[src/rtl/sd_arith_test_sequencer.sv]
// Self-checking stimulus engine for radix-2^LOG2_R signed-digit add/subtract units.
// Optional macro SD_TEST_STOP_ON_FAIL_EN: end the run at the first failing vector.
module sd_arith_test_sequencer #(
    parameter int          LOG2_R      = 2,
    parameter int          N           = 6,
    parameter int          NUM_TESTS   = 10,
    parameter int          DUT_LATENCY = 0,
    parameter logic [31:0] SEED        = 32'h1
) (
    input  logic                               clk,
    input  logic                               reset,
    input  logic                               start,
    input  logic                               mode,
    output logic [N*(LOG2_R+1)-1:0]            x,
    output logic [N*(LOG2_R+1)-1:0]            y,
    input  logic [(N+1)*(LOG2_R+1)-1:0]        z,
    output logic                               busy,
    output logic                               done,
    output logic [15:0]                        test_idx,
    output logic [15:0]                        pass_count,
    output logic [15:0]                        fail_count,
    output logic                               first_fail_valid,
    output logic [15:0]                        first_fail_idx
);

    localparam int DW = LOG2_R + 1;
    localparam int XW = N * DW;
    localparam int ZW = (N + 1) * DW;
    localparam int VW = LOG2_R * (N + 1) + 3;
    localparam int R  = 1 << LOG2_R;

    localparam logic [31:0]   SEED_INIT = (SEED == 32'h0) ? 32'h1 : SEED;
    localparam logic [31:0]   LFSR_TAPS = 32'hA3000000;
    localparam logic [DW-1:0] DIG_MAX   = DW'(R - 1);
    localparam logic [DW-1:0] DIG_MIN   = DW'(R + 1);

    typedef enum logic [2:0] {
        S_IDLE,
        S_GEN,
        S_APPLY,
        S_WAIT,
        S_CHECK,
        S_FINISH
    } state_t;

    state_t        state;
    logic [31:0]   lfsr;
    logic [XW-1:0] stage_x;
    logic [XW-1:0] stage_y;
    logic [15:0]   gen_cnt;
    logic [15:0]   wait_cnt;
    logic          mode_q;

    // -R is not a legal digit, so it is folded to zero before staging.
    function automatic logic [DW-1:0] clip_digit(input logic [DW-1:0] d);
        return (d == {1'b1, {(DW-1){1'b0}}}) ? '0 : d;
    endfunction

    // Numeric value of a signed-digit word, Horner form from the top digit down.
    function automatic logic [VW-1:0] sd_val(input logic [ZW-1:0] v);
        logic [VW-1:0] acc;
        logic [DW-1:0] d;
        acc = '0;
        for (int i = N; i >= 0; i--) begin
            d   = v[i*DW +: DW];
            acc = (acc << LOG2_R) + {{(VW-DW){d[DW-1]}}, d};
        end
        return acc;
    endfunction

    logic [31:0]      lfsr_nxt;
    logic [XW+DW-1:0] shift_x;
    logic [XW+DW-1:0] shift_y;
    logic [XW-1:0]    stage_x_nxt;
    logic [XW-1:0]    stage_y_nxt;
    logic [VW-1:0]    val_x;
    logic [VW-1:0]    val_y;
    logic [VW-1:0]    ref_val;
    logic             z_ok;
    logic             last_vec;
    logic             stop_now;

    assign lfsr_nxt    = lfsr[0] ? ((lfsr >> 1) ^ LFSR_TAPS) : (lfsr >> 1);
    assign shift_x     = {stage_x, clip_digit(lfsr[DW-1:0])};
    assign shift_y     = {stage_y, clip_digit(lfsr[2*DW-1:DW])};
    assign stage_x_nxt = shift_x[XW-1:0];
    assign stage_y_nxt = shift_y[XW-1:0];

    assign val_x    = sd_val({{DW{1'b0}}, x});
    assign val_y    = sd_val({{DW{1'b0}}, y});
    assign ref_val  = mode_q ? (val_x - val_y) : (val_x + val_y);
    assign z_ok     = (sd_val(z) == ref_val);
    assign last_vec = (test_idx >= 16'(NUM_TESTS - 1));

`ifdef SD_TEST_STOP_ON_FAIL_EN
    assign stop_now = last_vec || !z_ok;
`else
    assign stop_now = last_vec;
`endif

    // start is a one-cycle request honoured only in IDLE; busy rises the next
    // cycle and falls together with the rise of done, which is a held level.
    always_ff @(posedge clk or posedge reset) begin
        if (reset) begin
            state            <= S_IDLE;
            lfsr             <= SEED_INIT;
            stage_x          <= '0;
            stage_y          <= '0;
            gen_cnt          <= '0;
            wait_cnt         <= '0;
            mode_q           <= 1'b0;
            x                <= '0;
            y                <= '0;
            busy             <= 1'b0;
            done             <= 1'b0;
            test_idx         <= '0;
            pass_count       <= '0;
            fail_count       <= '0;
            first_fail_valid <= 1'b0;
            first_fail_idx   <= '0;
        end else begin
            case (state)
                S_IDLE: begin
                    if (start) begin
                        mode_q           <= mode;
                        busy             <= 1'b1;
                        done             <= 1'b0;
                        test_idx         <= '0;
                        pass_count       <= '0;
                        fail_count       <= '0;
                        first_fail_valid <= 1'b0;
                        first_fail_idx   <= '0;
                        gen_cnt          <= '0;
                        state            <= S_GEN;
                    end
                end
                S_GEN: begin
                    lfsr    <= lfsr_nxt;
                    stage_x <= stage_x_nxt;
                    stage_y <= stage_y_nxt;
                    gen_cnt <= gen_cnt + 16'd1;
                    if (gen_cnt == 16'(N - 1)) begin
                        gen_cnt <= '0;
                        state   <= S_APPLY;
                        // The first three vectors are fixed corner cases.
                        if (test_idx == 16'd0) begin
                            x <= '0;
                            y <= '0;
                        end else if (test_idx == 16'd1) begin
                            x <= {N{DIG_MIN}};
                            y <= {N{DIG_MIN}};
                        end else if (test_idx == 16'd2) begin
                            x <= {N{DIG_MAX}};
                            y <= {N{DIG_MAX}};
                        end else begin
                            x <= stage_x_nxt;
                            y <= stage_y_nxt;
                        end
                    end
                end
                S_APPLY: begin
                    wait_cnt <= '0;
                    state    <= (DUT_LATENCY == 0) ? S_CHECK : S_WAIT;
                end
                S_WAIT: begin
                    wait_cnt <= wait_cnt + 16'd1;
                    if (wait_cnt == 16'(DUT_LATENCY - 1)) begin
                        state <= S_CHECK;
                    end
                end
                S_CHECK: begin
                    if (z_ok) begin
                        if (pass_count != 16'hFFFF) pass_count <= pass_count + 16'd1;
                    end else begin
                        if (fail_count != 16'hFFFF) fail_count <= fail_count + 16'd1;
                        if (!first_fail_valid) begin
                            first_fail_valid <= 1'b1;
                            first_fail_idx   <= test_idx;
                        end
                    end
                    if (stop_now) begin
                        busy  <= 1'b0;
                        done  <= 1'b1;
                        state <= S_FINISH;
                    end else begin
                        test_idx <= test_idx + 16'd1;
                        state    <= S_GEN;
                    end
                end
                S_FINISH: begin
                    state <= S_IDLE;
                end
                default: begin
                    state <= S_IDLE;
                end
            endcase
        end
    end

endmodule

[config.mk]
export PLATFORM = sky130hd
export DESIGN_NAME = sd_arith_test_sequencer
export DESIGN_NICKNAME = d
export VERILOG_FILES = /design/src/rtl/sd_arith_test_sequencer.sv
export SDC_FILE = /design/constraint.sdc
export NUM_CORES = 1
export LEC_CHECK = 0
export BUFFER_PORTS_ARGS = -buffer_cell sky130_fd_sc_hd__buf_4
export CAP_MARGIN = 15
export CORE_MARGIN = 10
export CORE_UTILIZATION = 45
export DETAILED_ROUTE_END_ITERATION = 16
export HOLD_SLACK_MARGIN = 0.06
export SLEW_MARGIN = 20
export SYNTH_ARGS = -nofsm -noshare
export SYNTH_HDL_FRONTEND = slang
export SYNTH_SLANG_ARGS = --single-unit
[constraint.sdc]
create_clock -name clk -period 17.9 [get_ports clk]
set_input_delay 2.685 -clock clk [delete_from_list [all_inputs] [get_ports clk]]
set_output_delay 2.685 -clock clk [all_outputs]
set_load 0.1 [all_outputs]
After elaboration in Yosys (flattened, before gate mapping)
Cells that the tools add are included.
- register bits: 201
- latch bits: 0
- memory bits (writable): 0
- bits in read-only memories: 0
- input port bits: 25
- output and inout port bits: 103
- logic and storage cells: 117
- memories kept: 0
- $add $sub $neg: 23
- $mul: 0
- div/mod/pow operators: 0
- $lt $le $gt $ge: 1
- equal/unequal tests: 23
- shift operators: 0
- mux-type cells: 38
- bitwise logic cells: 1
- reduce and logical (&&, ||, !) cells: 15
- operators with widths (operator ; count):
    16-bit case mux with 2 select lines ; 6
    16-bit two-way mux ; 9
    18-bit two-way mux ; 6
    16-bit by 1-bit adder with 16-bit output, second input constant ; 5
    17-bit adder ; 4
    32-bit two-way mux ; 1
    16-bit != test, second input constant ; 2
    14-bit by 3-bit adder with 15-bit output ; 2
    8-bit by 3-bit adder with 9-bit output ; 3
    11-bit by 3-bit adder with 12-bit output ; 2
    2-bit != test, second input constant ; 10
    5-bit by 3-bit adder with 6-bit output ; 3
    3-bit two-way mux ; 6
    17-bit == test ; 1
    17-bit two-way mux ; 1
    17-bit subtractor ; 1
    16-bit by 1-bit == test with 1-bit output, second input constant ; 1
    16-bit == test, second input constant ; 1
    16-bit by 2-bit == test with 1-bit output, second input constant ; 1
    16-bit by 3-bit == test with 1-bit output, second input constant ; 1
    16-bit by 4-bit >= comparator with 1-bit output, second input constant ; 1
    16-bit zero test ; 1
    15-bit adder ; 1
    3-bit case mux with 5 select lines ; 1
    13 further kinds ; 31

Logic depth before layout (Yosys ltp)
- word-level depth: 10
- mapped depth: 33

Least setup slack after synthesis
OpenSTA, ideal clock, no wires.
- kind: input -> register
- start point: input z[17]
- end point: register pass_count[2]
- data arrival time: 8.225 ns
- required time: 17.774 ns
- slack: 9.549 ns
- stages on the path: 26
- path buffers: 1
- cell sequence: ha_1 fa_1 ha_1 xnor2_1 ha_1 xnor2_1 ha_1 nor2_1 or3_1 xnor2_1 ha_1 a21oi_1 o21ai_0 xor2_1 ha_1 nor3b_1 nand2b_1 o21ai_0 xnor2_1 xnor2_1 xnor3_2 xor2_2 nand3_2 o21a_1 buf_6 a221o_1
- cells in the longest elaborated chain, start to end: 9
- RTL lines (what ; line ; text):
    start, declared ; 16 ; input logic [(N+1)*(LOG2_R+1)-1:0] z,
    5-bit by 3-bit adder with 6-bit output ; 66 ; acc = (acc << LOG2_R) + {{(VW-DW){d[DW-1]}}, d};
    8-bit by 3-bit adder with 9-bit output ; 66 ;
    11-bit by 3-bit adder with 11-bit output ; 66 ;
    13-bit by 3-bit adder with 13-bit output ; 66 ;
    15-bit adder ; 66 ;
    17-bit adder ; 66 ;
    17-bit == test ; 92 ; assign z_ok = (sd_val(z) == ref_val);
    2-bit != test (no line) ; n/a ;
    4-bit AND reduction (no line) ; n/a ;
    end signal, assigned ; 173 ; if (pass_count != 16'hFFFF) pass_count <= pass_count + 16'd1;
    end, declared ; 20 ; output logic [15:0] pass_count,
Every way passes these cells.
A chain may end at the register's enable or synchronous reset.

Worst setup path in the final report
- start point: input z[17]
- end point: register pass_count[7]
The elaborated chain is that of the path after synthesis.

==> metrics <==
reg2reg end=pass_count[7]$_DFFE_PP0P_; IO Pins=128; WP depth=26; height of the die=205.5 um; crit end category=flop; crit path from=z[17]; Max Transition Viols Final=0; Slew @ Worst Pin=0.9368 ns; Final Setup Violations=0; CTS Buf Count=23; Die X=205.5 um; cell family with most CP delay=adder cells; Worst EP required=18.29 ns; Synth Warn #=0; Slew headroom=37.32%; Worst-path clk slew=0.06 ns; post_cts resized=0; vias post-DR=12981; synthesized area=15490 sq um; global-route wire length before repair=64.42 mm; H-tree lvl count=1; TritonCTS Sinks=201; # rows=67; nets=2113; Tcrit/Tclk final=49.41%; Crit Path Max Fanout=20; first-pass detailed-route iteration total=5; syn_area_per_cell=8.655 sq um; share of the synthesized area in the top cell type=32.30%; f_max=113.1 MHz; DRT antenna net count=0; Clock Root Buffer=clkbuf_16; Layout Skew=0.01943 ns; minimum clock period=8.844 ns; CTS tree=done; Clock Latency Late Sink=0.53 ns; Primary FF master, synth=dfrtp_1; CTS max path bufs=3; dpl cell area=16840 sq um; R2R Setup Slk=9.77 ns; Final GP Congestion=0.8464; crit-path most repeated cell=ha_1; Post-Syn Instances=1790; Detailed Route Iter0 Violations=772; drt total wl=38.75 mm; ys async rst share=100.0%; run status=finished, final reports clean; Worst Setup EP=pass_count[7]$_DFFE_PP0P_; EDFF count, synth=0; Yosys cell types=78; PortBufs=127; flops & latches, synth=201; vias in the first global route=12702; WP buf/inv=1; DRC=0; post-CTS setup buffer count=0; share of cells above drive strength 1=10.76%; post-route cell area=17610 sq um; Worst setup SP type=primary input; WL per Instance=16.38 um; largest area contributor in the netlist=dfrtp_1; max incr delay on CP=0.51 ns; hold crit path type=reg -> reg; post-synthesis sequential area ratio=32.47%; slowest CP cell=xnor3_2; top cells by area, synth=dfrtp_1, ha_1, nand2_1; commonest cells after routing, fill and taps aside=nand2_1, dfrtp_1, ha_1; WP data arrival=9.24 ns; die area=42250 sq um; reg2reg start=y[11]$_DFFE_PP0P_; gr ovfl total=0; Area Overhead vs Synth=13.69%; Synth Net Count=2005; vias per inst=5.489; pin count of the biggest net entering global routing=122; initial antenna violation count=2; MaxCap Viol Count=0; Hold Buf Count CTS=0; most common cell after layout, fill and taps aside=nand2_1; RSZ-0062 raised after global routing=false; DP Wirelength=28.62 mm; Starting Density=45.86%; Core Area=33780 sq um; Setup CP Type=in -> reg; FF-to-FF path depth=30; final hold violations=0; setup TNS=0 ns; Total GRT Usage=18.11%
[layer usage]
metal | wire (um) | vias up | global-route usage, %
li1 | - | 6539 | -
met1 | 18270 | 6182 | 24.52
met2 | 18060 | 207 | 29.98
met3 | 1526 | 53 | 2.390
met4 | 880 | 0 | 4.411
met5 | 0 | - | 0
[synth_stat cells, types with 28 or more instances]
cell      count
xnor2_1     119
nand2_1     330
dfrtp_1     200
a21oi_1     112
inv_1        62
clkbuf_1     34
a21o_1       53
xor2_1       48
nand3_1      41
nor3_1       28
o21ai_0     146
ha_1        173
nor2_1      110
[worst min path at each step]
stage | start | slack, ns | end | depth (start not counted)
floorplan | lfsr[11]$_DFFE_PP0P_ | 0.44 | lfsr[10]$_DFFE_PP0P_ | 2
global placement | lfsr[16]$_DFFE_PP0P_ | 0.45 | lfsr[15]$_DFFE_PP0P_ | 2
detailed placement | lfsr[13]$_DFFE_PP0P_ | 0.45 | lfsr[12]$_DFFE_PP0P_ | 2
CTS | lfsr[13]$_DFFE_PP0P_ | 0.46 | lfsr[12]$_DFFE_PP0P_ | 2
global route | lfsr[17]$_DFFE_PP0P_ | 0.49 | lfsr[16]$_DFFE_PP0P_ | 2
finish | lfsr[13]$_DFFE_PP0P_ | 0.46 | lfsr[12]$_DFFE_PP0P_ | 2
[stage by stage]
step	cells	util, %	hold WS [ns]	setup WS [ns]
2_1_floorplan	1790	-	0.4386	9.549
3_3_place_gp	2321	49.85	0.4454	8.689
3_5_place_dp	2321	49.85	0.4513	8.560
4_1_cts	2363	52.11	0.4627	9.080
5_1_grt	2365	52.14	0.4893	8.544
6_report	2365	52.14	0.4615	9.056
[registers in the layout, indices dropped and copies added, names as in the netlist, 3 cells and up]
register and count:
x 18, wait_cnt 16, fail_count 16, stage_y 15
y 18, gen_cnt 16, lfsr 32, first_fail_idx 16
stage_x 15, pass_count 16, state 3, test_idx 16
[worst register-to-register path, delay by kind of cell (launching register included)]
| family | cells | cell delay (ns) |
|---|---|---|
| xor gates and xnor gates | 9 | 2.22 |
| AOI/OAI and AO/OA | 9 | 2.34 |
| and+or+nand+nor | 6 | 0.93 |
| DFF | 1 | 0.53 |
| adders and majority gates | 6 | 1.97 |
[cell families (layout without fill, tap and decap cells)]
group,after synthesis,in the layout,synth area share (%)
simple gates,635,635,18.30
compound gates,472,472,19.54
flops,201,201,32.47
fa+ha+maj,190,190,16.17
xor+xnor,171,171,9.950
buf+inv,112,237,2.956
mux,9,9,0.6057
other cells,0,2,0
[area by class of cell]
| type | count | area, sq um |
|---|---|---|
| Fill cell | 3189 | 16170 |
| Multi-Input combinational cell | 1477 | 10010 |
| Sequential cell | 201 | 5031 |
| Timing Repair Buffer | 133 | 1002 |
| Clock buffer | 35 | 660.6 |
| Tap cell | 448 | 560.5 |
| Inverter | 62 | 240.2 |
| Clock inverter | 7 | 103.9 |
| Antenna cell | 2 | 5.005 |
Power is left out: the tool's default activity adds up to more than one toggle a clock period on the data nets, which glitch-free logic cannot reach.
